--- config.mk ---
export PLATFORM = sky130hd
export DESIGN_NAME = bcd_serial_addsub
export DESIGN_NICKNAME = d
export VERILOG_FILES = /design/src/rtl/bcd_serial_addsub.sv
export SDC_FILE = /design/constraint.sdc
export NUM_CORES = 1
export LEC_CHECK = 0
export CAP_MARGIN = 20
export CORE_MARGIN = 3
export CORE_UTILIZATION = 35
export DETAILED_ROUTE_END_ITERATION = 6
export PLACE_DENSITY = 0.6
export REMOVE_ABC_BUFFERS = 1
export SKIP_LAST_GASP = 1
export SYNTH_ARGS = -nofsm -noshare
export SYNTH_HDL_FRONTEND = slang
export SYNTH_SLANG_ARGS = --single-unit
--- constraint.sdc ---
create_clock -name clk -period 4.6 [get_ports clk]
set_input_delay 0.92 -clock clk [delete_from_list [all_inputs] [get_ports clk]]
set_output_delay 0.92 -clock clk [all_outputs]
set_load 0.02 [all_outputs]
--- src/rtl/bcd_serial_addsub.sv ---
// Serial packed-BCD adder/subtractor: one decimal digit per clock, least significant first,
// with valid/ready handshakes on operands and result. Subtraction adds the nine's complement of B plus one.
module bcd_serial_addsub #(
   parameter int DIGITS = 4
) (
   input  logic                  clk,
   input  logic                  rst_n,
   input  logic                  in_valid,
   output logic                  in_ready,
   input  logic [4*DIGITS-1:0]   a,
   input  logic [4*DIGITS-1:0]   b,
   input  logic                  cin,
   input  logic                  sub,
   output logic                  out_valid,
   input  logic                  out_ready,
   output logic [4*DIGITS-1:0]   sum,
   output logic                  cout,
   output logic                  err
);

   localparam int W  = 4 * DIGITS;
   localparam int KW = (DIGITS > 1) ? $clog2(DIGITS) : 1;
   localparam logic [KW-1:0] KLAST = KW'(DIGITS - 1);

   typedef enum logic [1:0] {
      IDLE = 2'd0,
      RUN  = 2'd1,
      DONE = 2'd2
   } state_t;

   state_t          state_r, state_next_s;
   logic [W-1:0]    a_r, b_r, res_r, sum_r;
   logic [W-1:0]    res_next_s;
   logic [KW-1:0]   k_r;
   logic            sub_r, carry_r, err_pend_r;
   logic            in_ready_r, out_valid_r, cout_r, err_r;
   logic [4:0]      dig_s;
   logic            accept_s, release_s, last_s;

   // Any nibble outside 0..9 marks the operand as illegal BCD.
   function automatic logic bcd_bad(input logic [W-1:0] v);
      logic bad;
      bad = 1'b0;
      for (int i = 0; i < DIGITS; i++) begin
         bad = bad | (v[4*i +: 4] > 4'd9);
      end
      return bad;
   endfunction

   // One decimal digit step; returns {carry_out, digit}.
   function automatic logic [4:0] digit_op(input logic [3:0] ad, input logic [3:0] bdig,
                                           input logic is_sub, input logic c);
      logic [3:0] bd;
      logic [4:0] t;
      logic [4:0] r;
      bd = is_sub ? (4'd9 - bdig) : bdig;
      t  = {1'b0, ad} + {1'b0, bd} + {4'd0, c};
      if (t >= 5'd10) begin
         r = {1'b1, t[3:0] - 4'd10};
      end else begin
         r = {1'b0, t[3:0]};
      end
      return r;
   endfunction

   assign accept_s  = in_valid && in_ready_r;
   assign release_s = out_valid_r && out_ready;
   assign last_s    = (k_r == KLAST);

   // Current digit result from the low nibbles of the shifting operand registers.
   always_comb begin
      dig_s = digit_op(a_r[3:0], b_r[3:0], sub_r, carry_r);
   end

   // Result digits enter at the top and shift down, so after DIGITS steps they sit in place.
   generate
      if (DIGITS == 1) begin : g_res1
         assign res_next_s = dig_s[3:0];
      end else begin : g_resn
         assign res_next_s = {dig_s[3:0], res_r[W-1:4]};
      end
   endgenerate

   // State register.
   always_ff @(posedge clk or negedge rst_n) begin
      if (!rst_n) begin
         state_r <= IDLE;
      end else begin
         state_r <= state_next_s;
      end
   end

   // Next-state logic.
   always_comb begin
      state_next_s = state_r;
      case (state_r)
         IDLE: begin
            if (accept_s) state_next_s = RUN;
            else          state_next_s = IDLE;
         end
         RUN: begin
            if (last_s) state_next_s = DONE;
            else        state_next_s = RUN;
         end
         DONE: begin
            if (release_s) state_next_s = IDLE;
            else           state_next_s = DONE;
         end
         default: state_next_s = IDLE;
      endcase
   end

   // Datapath and registered outputs; sum/cout/err only change when a result completes.
   always_ff @(posedge clk or negedge rst_n) begin
      if (!rst_n) begin
         a_r         <= '0;
         b_r         <= '0;
         res_r       <= '0;
         sum_r       <= '0;
         k_r         <= '0;
         sub_r       <= 1'b0;
         carry_r     <= 1'b0;
         err_pend_r  <= 1'b0;
         in_ready_r  <= 1'b1;
         out_valid_r <= 1'b0;
         cout_r      <= 1'b0;
         err_r       <= 1'b0;
      end else begin
         case (state_r)
            IDLE: begin
               if (accept_s) begin
                  a_r        <= a;
                  b_r        <= b;
                  sub_r      <= sub;
                  carry_r    <= sub ? 1'b1 : cin;
                  k_r        <= '0;
                  err_pend_r <= bcd_bad(a) | bcd_bad(b);
                  in_ready_r <= 1'b0;
               end
            end
            RUN: begin
               a_r     <= a_r >> 3'd4;
               b_r     <= b_r >> 3'd4;
               carry_r <= dig_s[4];
               res_r   <= res_next_s;
               k_r     <= k_r + 1'b1;
               if (last_s) begin
                  sum_r       <= res_next_s;
                  cout_r      <= dig_s[4];
                  err_r       <= err_pend_r;
                  out_valid_r <= 1'b1;
               end
            end
            DONE: begin
               if (release_s) begin
                  out_valid_r <= 1'b0;
                  in_ready_r  <= 1'b1;
               end
            end
            default: begin
               out_valid_r <= 1'b0;
               in_ready_r  <= 1'b1;
            end
         endcase
      end
   end

   assign in_ready  = in_ready_r;
   assign out_valid = out_valid_r;
   assign sum       = sum_r;
   assign cout      = cout_r;
   assign err       = err_r;

endmodule

==> flow_summary.yaml, run 1 <==
global_route:
  antenna_found_initial: 0
  grt_max_degree: 66
  grt_overflow: 0
  first_global_vias: 2372
  grt_pass1_wl_um: 11200
  track_usage_pct: 13.7
final_layout:
  fin_util_pct: 46.6
  area_delta_synth_final_pct: 27.5
  diodes: 0
  drive_above_1_share_pct: 11.2
  fin_nets: 417
yosys:
  synth.area.mux_share_pct: 13.0
  yosysWarnings: 0
  yosysSeqAreaShare_pct: 55.3
  synthesis.area_mm2: 0.00322
  synthAdderAreaFrac_pct: 3.58
  synth-simple-area-share_pct: 12.0
  synth_xor_area_share_pct: 1.09
  synth-async-reset-ratio_pct: 100
  synth_area_leaders: "dfrtp_1 54%, nand2_1 9.5%, o21ai_0 7.6%"
  synth.top_cell.area_share_pct: 54.5
  synth_top_family_by_area: "multiplexers"
  ys_seq_elements: 71
  synthesis.instances: 316
  yosysUniqueCellTypes: 31
  synth_compound_area_share_pct: 12.1
  synth-edff-count: 0
  synth_ff_type: "dfrtp_1"
  yosys.area.top_type: "dfrtp_1"
  syn_area_per_cell_um2: 10.2
timing:
  tightestPinTransition_ns: 0.830
  hold_violations: 0
  max_freq_mhz: 328
  drv_slew: 0
  slew_headroom_pct: 44.5
  skew_ns: 0.00710
  fin_setup_tns_ns: 0
  rsz0062_at_grt: "no"
  setup_violations: 0
  fin_crit_ns: 3.05
  post-route-period-util_pct: 66.2
die:
  initial_utilization_pct: 36.5
  die_y_um: 102
  row_count: 34
  io_pins: 58
  die_area_mm2: 0.0104
  die_x_um: 102
  core-area_mm2: 0.00881
setup_path:
  start_kind: "flip-flop"
  worstSetupPathType: "flip-flop to flip-flop"
  worst-path-max-fanout: 5
  setup.worst_path.end_class: "flip-flop"
  cp.required_ns: 4.86
  worstPathArrival_ns: 3.31
routing:
  drtIter0Drc: 74
  drt-pass1-iter-count: 4
  vias_per_cell: 5.03
  routedWlPerCell_um: 13.5
  dr_total_vias: 2435
  wl_um: 6510
  antenna_left: 0
  drc: 0
clocking:
  cts_setup_buffers: 0
  h-tree-depth: 3
  cts_buffers: 9
  cts_sinks: 71
  cts-root-buf: "clkbuf_8"
  hold_buffers: 0
  cts_buffer_depth: 2
  clk_pin_slew_ns: 0.07
  post_cts_resized: 0
  cts_tree: "yes"
  clk_latency_ns: 0.34
run:
  maxCapViolCount: 0
placement:
  dp_hpwl_um: 4520
  portBuffers: 57
  place.gp.congestion: 0.769
power_and_ir_drop:
  finalPower_w: 0.00274
  leakage_nw: 1.78
  vdd_drop_max_v: 0.000245
  power.density_mw_per_mm2: 668
min_path:
  hold_path.class: "flip-flop to flip-flop"
run_status:
  outcome: "completed"
## power breakdown
group          switching (W)  total [W]  internal [W]
Sequential          0.000156    0.00104      0.000881
Combinational       0.000657    0.00122      0.000565
Clock               0.000217   0.000479      0.000263
## stage by stage
step | cells | hold WS, ns | area [um^2] | worst slack (ns)
3_5_place_dp | 467 | 0.459 | 3890 | 1.56
4_1_cts | 483 | 0.477 | 4080 | 1.54
3_3_place_gp | 467 | 0.459 | 3890 | 1.75
6_report | 484 | 0.478 | 4100 | 1.55
5_1_grt | 484 | 0.502 | 4100 | 1.28
2_1_floorplan | 299 | 0.442 | 3150 | -1.78
## Yosys cell counts (2+ instances only)
cell type and instances:
a21oi_1 14, buf_1 3, buf_2 5, clkbuf_1 9, dfrtp_1 70, fa_1 2, ha_1 6, inv_1 7
mux2_2 17, mux2i_1 21, nand2_1 81, nand4_1 2, nor2_1 9, nor2b_1 2, o21ai_0 49, o21bai_1 2
xnor2_1 2, xor2_1 2
## kinds of logic after synthesis
group | count (synthesis)
AOI/OAI and AO/OA | 73
xor gates and xnor gates | 4
adders and majority gates | 8
buffers and inverters | 24
DFF | 71
muxes | 39
and+or+nand+nor | 97
## layout make-up
| class | count | area (um^2) |
|---|---|---|
| clock buffers | 12 | 145 |
| flip-flops and latches | 71 | 1780 |
| clock inverters | 4 | 45.0 |
| inverters | 7 | 26.3 |
| well taps | 108 | 135 |
| repair buffers | 61 | 608 |
| multi-input cells | 221 | 1360 |
| fillers | 845 | 4700 |
## cells in the final DEF (no fill, tap or decap), types with 2 or more instances in the layout
cell type	netlist	routed
nand4_1	2	2
clkdlybuf4s50_1	0	56
xor2_1	2	2
ha_1	6	6
xnor2_1	2	2
clkinv_2	0	3
mux2_2	17	17
buf_4	0	3
mux2i_1	21	21
inv_1	7	7
a21oi_1	14	14
clkbuf_1	9	2
dfrtp_1	70	70
fa_1	2	2
clkbuf_8	0	10
o21bai_1	2	2
nor2_1	9	9
nand2_1	81	81
o21ai_0	49	49
## per-layer routing
metal / wire length, um / track usage, % / vias to the layer above
li1: - / - / 1187
met1: 2930 / 18.0 / 1175
met2: 3140 / 22.0 / 63
met3: 346 / 4.03 / 10
met4: 93 / 4.54 / 0
met5: 0 / 0 / -
## path summary, 6_finish.rpt
path / start / end / slack (ns) / depth (start not counted)
max in group asynchronous: rst_n / a_r[0]$_DFFE_PN0P_ / 3.13 / 3
max: sub_r$_DFFE_PN0P_ / sum[14]$_DFFE_PN0P_ / 1.55 / 11
min in group asynchronous: rst_n / sum[4]$_DFFE_PN0P_ / 0.55 / 1
min: res_r[7]$_DFFE_PN0P_ / res_r[7]$_DFFE_PN0P_ / 0.48 / 2
max reg2reg: sub_r$_DFFE_PN0P_ / sum[14]$_DFFE_PN0P_ / 1.55 / 11
min reg2reg: res_r[7]$_DFFE_PN0P_ / res_r[7]$_DFFE_PN0P_ / 0.48 / 2
## worst max-delay path, cell delays in order (launching register included)
cell,delay [ns]
dfrtp_1,0.42
xor2_1,0.20
fa_1,0.22
inv_1,0.06
fa_1,0.40
xor2_1,0.28
ha_1,0.29
a21boi_1,0.24
o21ai_1,0.11
a21oi_2,0.27
mux2_4,0.34
a31oi_1,0.15
## flip-flops by register name (all words and copies together) (netlist names)
register / flops
a_r: 16
b_r: 16
carry_r: 1
cout: 1
err: 1
err_pend_r: 1
in_ready: 1
k_r: 2
out_valid: 1
res_r: 12
state_r: 2
sub_r: 1
sum: 16
Note: power is estimated with default switching activity, not from simulation.
==> run 2, diff against run 1 <==
==> constraint.sdc (replaced) <==
create_clock -name clk -period 3.1 [get_ports clk]
set_input_delay 0.62 -clock clk [delete_from_list [all_inputs] [get_ports clk]]
set_output_delay 0.62 -clock clk [all_outputs]
set_load 0.02 [all_outputs]
==> run 2 against run 1 <==
Non-clock buffer count grew 1; sequential power grew 48%; clock skew is essentially flat; clock power grew 27%; combinational power grew 59%; die area is the same; worst hold slack lost 0.15 ns; cell area is essentially flat; worst setup slack lost 1.3 ns; total power grew 49%; sequential share of layout area is essentially flat; largest power group unchanged.
==> flow_summary.yaml, run 2 (synthesized netlist as in run 1, its figures left out) <==
power_and_ir_drop:
  vdd_drop_max_v: 0.000397
  swShare_pct: 37.9
  leakage_nw: 1.77
  power.density_mw_per_mm2: 995
  power.internal_w: 0.00254
  switching_power_w: 0.00155
  share_comb_of_total_power_pct: 47.4
  finalPower_w: 0.00408
  seqPwrFrac_pct: 37.8
  p_clk_share_pct: 14.8
placement:
  portBuffers: 57
  dp_hpwl_um: 4420
  place.gp.congestion: 0.802
  place_inst: 467
  dp_slack_ns: 0.0818
routing:
  drc: 0
  drtIter0Drc: 55
  vias_per_cell: 4.87
  routedWlPerCell_um: 13.2
  wl_um: 6420
  antenna_left: 0
  dr_total_vias: 2360
  drt-pass1-iter-count: 4
timing:
  tightestPinTransition_ns: 0.841
  fin_setup_tns_ns: 0
  slew_headroom_pct: 43.8
  skew_ns: 0.00666
  setup_ws_ns: 0.258
  max_freq_mhz: 352
  rsz0062_at_grt: "no"
  fin_crit_ns: 2.84
  post-route-period-util_pct: 91.7
  setup_violations: 0
  drv_slew: 0
  hold_violations: 0
setup_path:
  worstPathArrival_ns: 3.10
  path_cells: "xor2_1, fa_1, inv_1, fa_2, xor2_2, ha_2, a21boi_2, o21bai_1, a21oi_2, mux2_4, a31oi_1"
  cp.required_ns: 3.36
  worst-path-max-fanout: 5
  worstSetupPathType: "flip-flop to flip-flop"
  critPathMaxStageDelay_ns: 0.44
  start_kind: "flip-flop"
  critPathSlowestCell: "dfrtp_2"
  setup.worst_path.end_class: "flip-flop"
global_route:
  grt_max_degree: 65
  grt_overflow: 0
  grt_pass1_wl_um: 11000
  track_usage_pct: 13.5
  first_global_vias: 2372
  antenna_found_initial: 0
clocking:
  cts_buffer_depth: 2
  cts_sinks: 71
  cts_buffers: 9
  clk_latency_ns: 0.34
  clk_pin_slew_ns: 0.07
  h-tree-depth: 3
  cts-root-buf: "clkbuf_8"
  hold_buffers: 0
  cts_tree: "yes"
die:
  die_x_um: 102
  row_count: 34
  initial_utilization_pct: 36.5
  io_pins: 58
  die_y_um: 102
  core-area_mm2: 0.00881
  die_area_mm2: 0.0104
final_layout:
  fin_nets: 418
  instances_no_fill: 485
  drive_above_1_share_pct: 12.7
  diodes: 0
  layout.cells.most_common_list: "81 x nand2_1, 69 x dfrtp_1, 56 x clkdlybuf4s50_1"
  final_common_cell: "nand2_1"
  area_delta_synth_final_pct: 27.7
  fin_util_pct: 46.6
  fillers: 855
run:
  maxCapViolCount: 0
min_path:
  hold_path.class: "input port to asynchronous set/reset pin"
run_status:
  outcome: "completed"
==> run 2: worst paths after layout <==
check | startpoint | endpoint | slack, ns | cells past startpoint
hold reg to reg | res_r[4]$_DFFE_PN0P_ | res_r[4]$_DFFE_PN0P_ | 0.47 | 2
min in group clk | res_r[4]$_DFFE_PN0P_ | res_r[4]$_DFFE_PN0P_ | 0.47 | 2
hold / removal | rst_n | sum[0]$_DFFE_PN0P_ | 0.33 | 1
max in group asynchronous | rst_n | in_ready$_DFFE_PN1P_ | 2.05 | 2
setup reg to reg | sub_r$_DFFE_PN0P_ | sum[14]$_DFFE_PN0P_ | 0.26 | 11
setup / recovery | sub_r$_DFFE_PN0P_ | sum[14]$_DFFE_PN0P_ | 0.26 | 11
==> run 2: power groups by stage <==
| stage | registers, W | clock network (W) | logic (W) |
|---|---|---|---|
| 2_1_floorplan | 0.00161 | 0 | 0.00117 |
| 3_3_place_gp | 0.00155 | 0 | 0.00175 |
| 3_5_place_dp | 0.00156 | 0 | 0.00181 |
| 4_1_cts | 0.00155 | 0.000629 | 0.00182 |
| 5_1_grt | 0.00160 | 0.000671 | 0.00219 |
| 6_report | 0.00154 | 0.000606 | 0.00194 |
==> run 2: repair_timing <==
action | in CTS | in global routing
hold endpoints to repair | 0 | 0
endpoints found under the setup margin | 0 | 4
buffers inserted | 0 | 2
gates resized for setup | 0 | 5
==> run 2: cell type report <==
type / count / area, um^2 / share of cell area (%)
Clock buffer: 11 / 131 / 3.20
Clock inverter: 5 / 25.0 / 0.610
Inverter: 7 / 26.3 / 0.640
Multi-Input combinational cell: 221 / 1380 / 33.6
Sequential cell: 71 / 1780 / 43.3
Tap cell: 108 / 135 / 3.29
Timing Repair Buffer: 62 / 628 / 15.3
==> run 2: worst max-delay path: cells and delay by family, from the launching register on <==
family | cells | cell delay, ns
adders and majority gates | 3 | 0.85
buffers and inverters | 1 | 0.08
AOI/OAI and AO/OA | 4 | 0.70
DFF | 1 | 0.44
muxes | 1 | 0.33
xor gates and xnor gates | 2 | 0.38
==> run 2: through the flow <==
stage,hold WS (ns),cell area [um^2]
4_1_cts,0.353,4070
5_1_grt,0.379,4110
6_report,0.331,4110
2_1_floorplan,0.324,3150
3_5_place_dp,0.463,3920
3_3_place_gp,0.460,3920
==> run 2: layer usage <==
metal / global-route usage [%] / share of wire, %
met1: 17.2 / 46
met2: 22.4 / 48
met4: 4.54 / 0.83
met3: 3.62 / 5.0
met5: 0 / 0
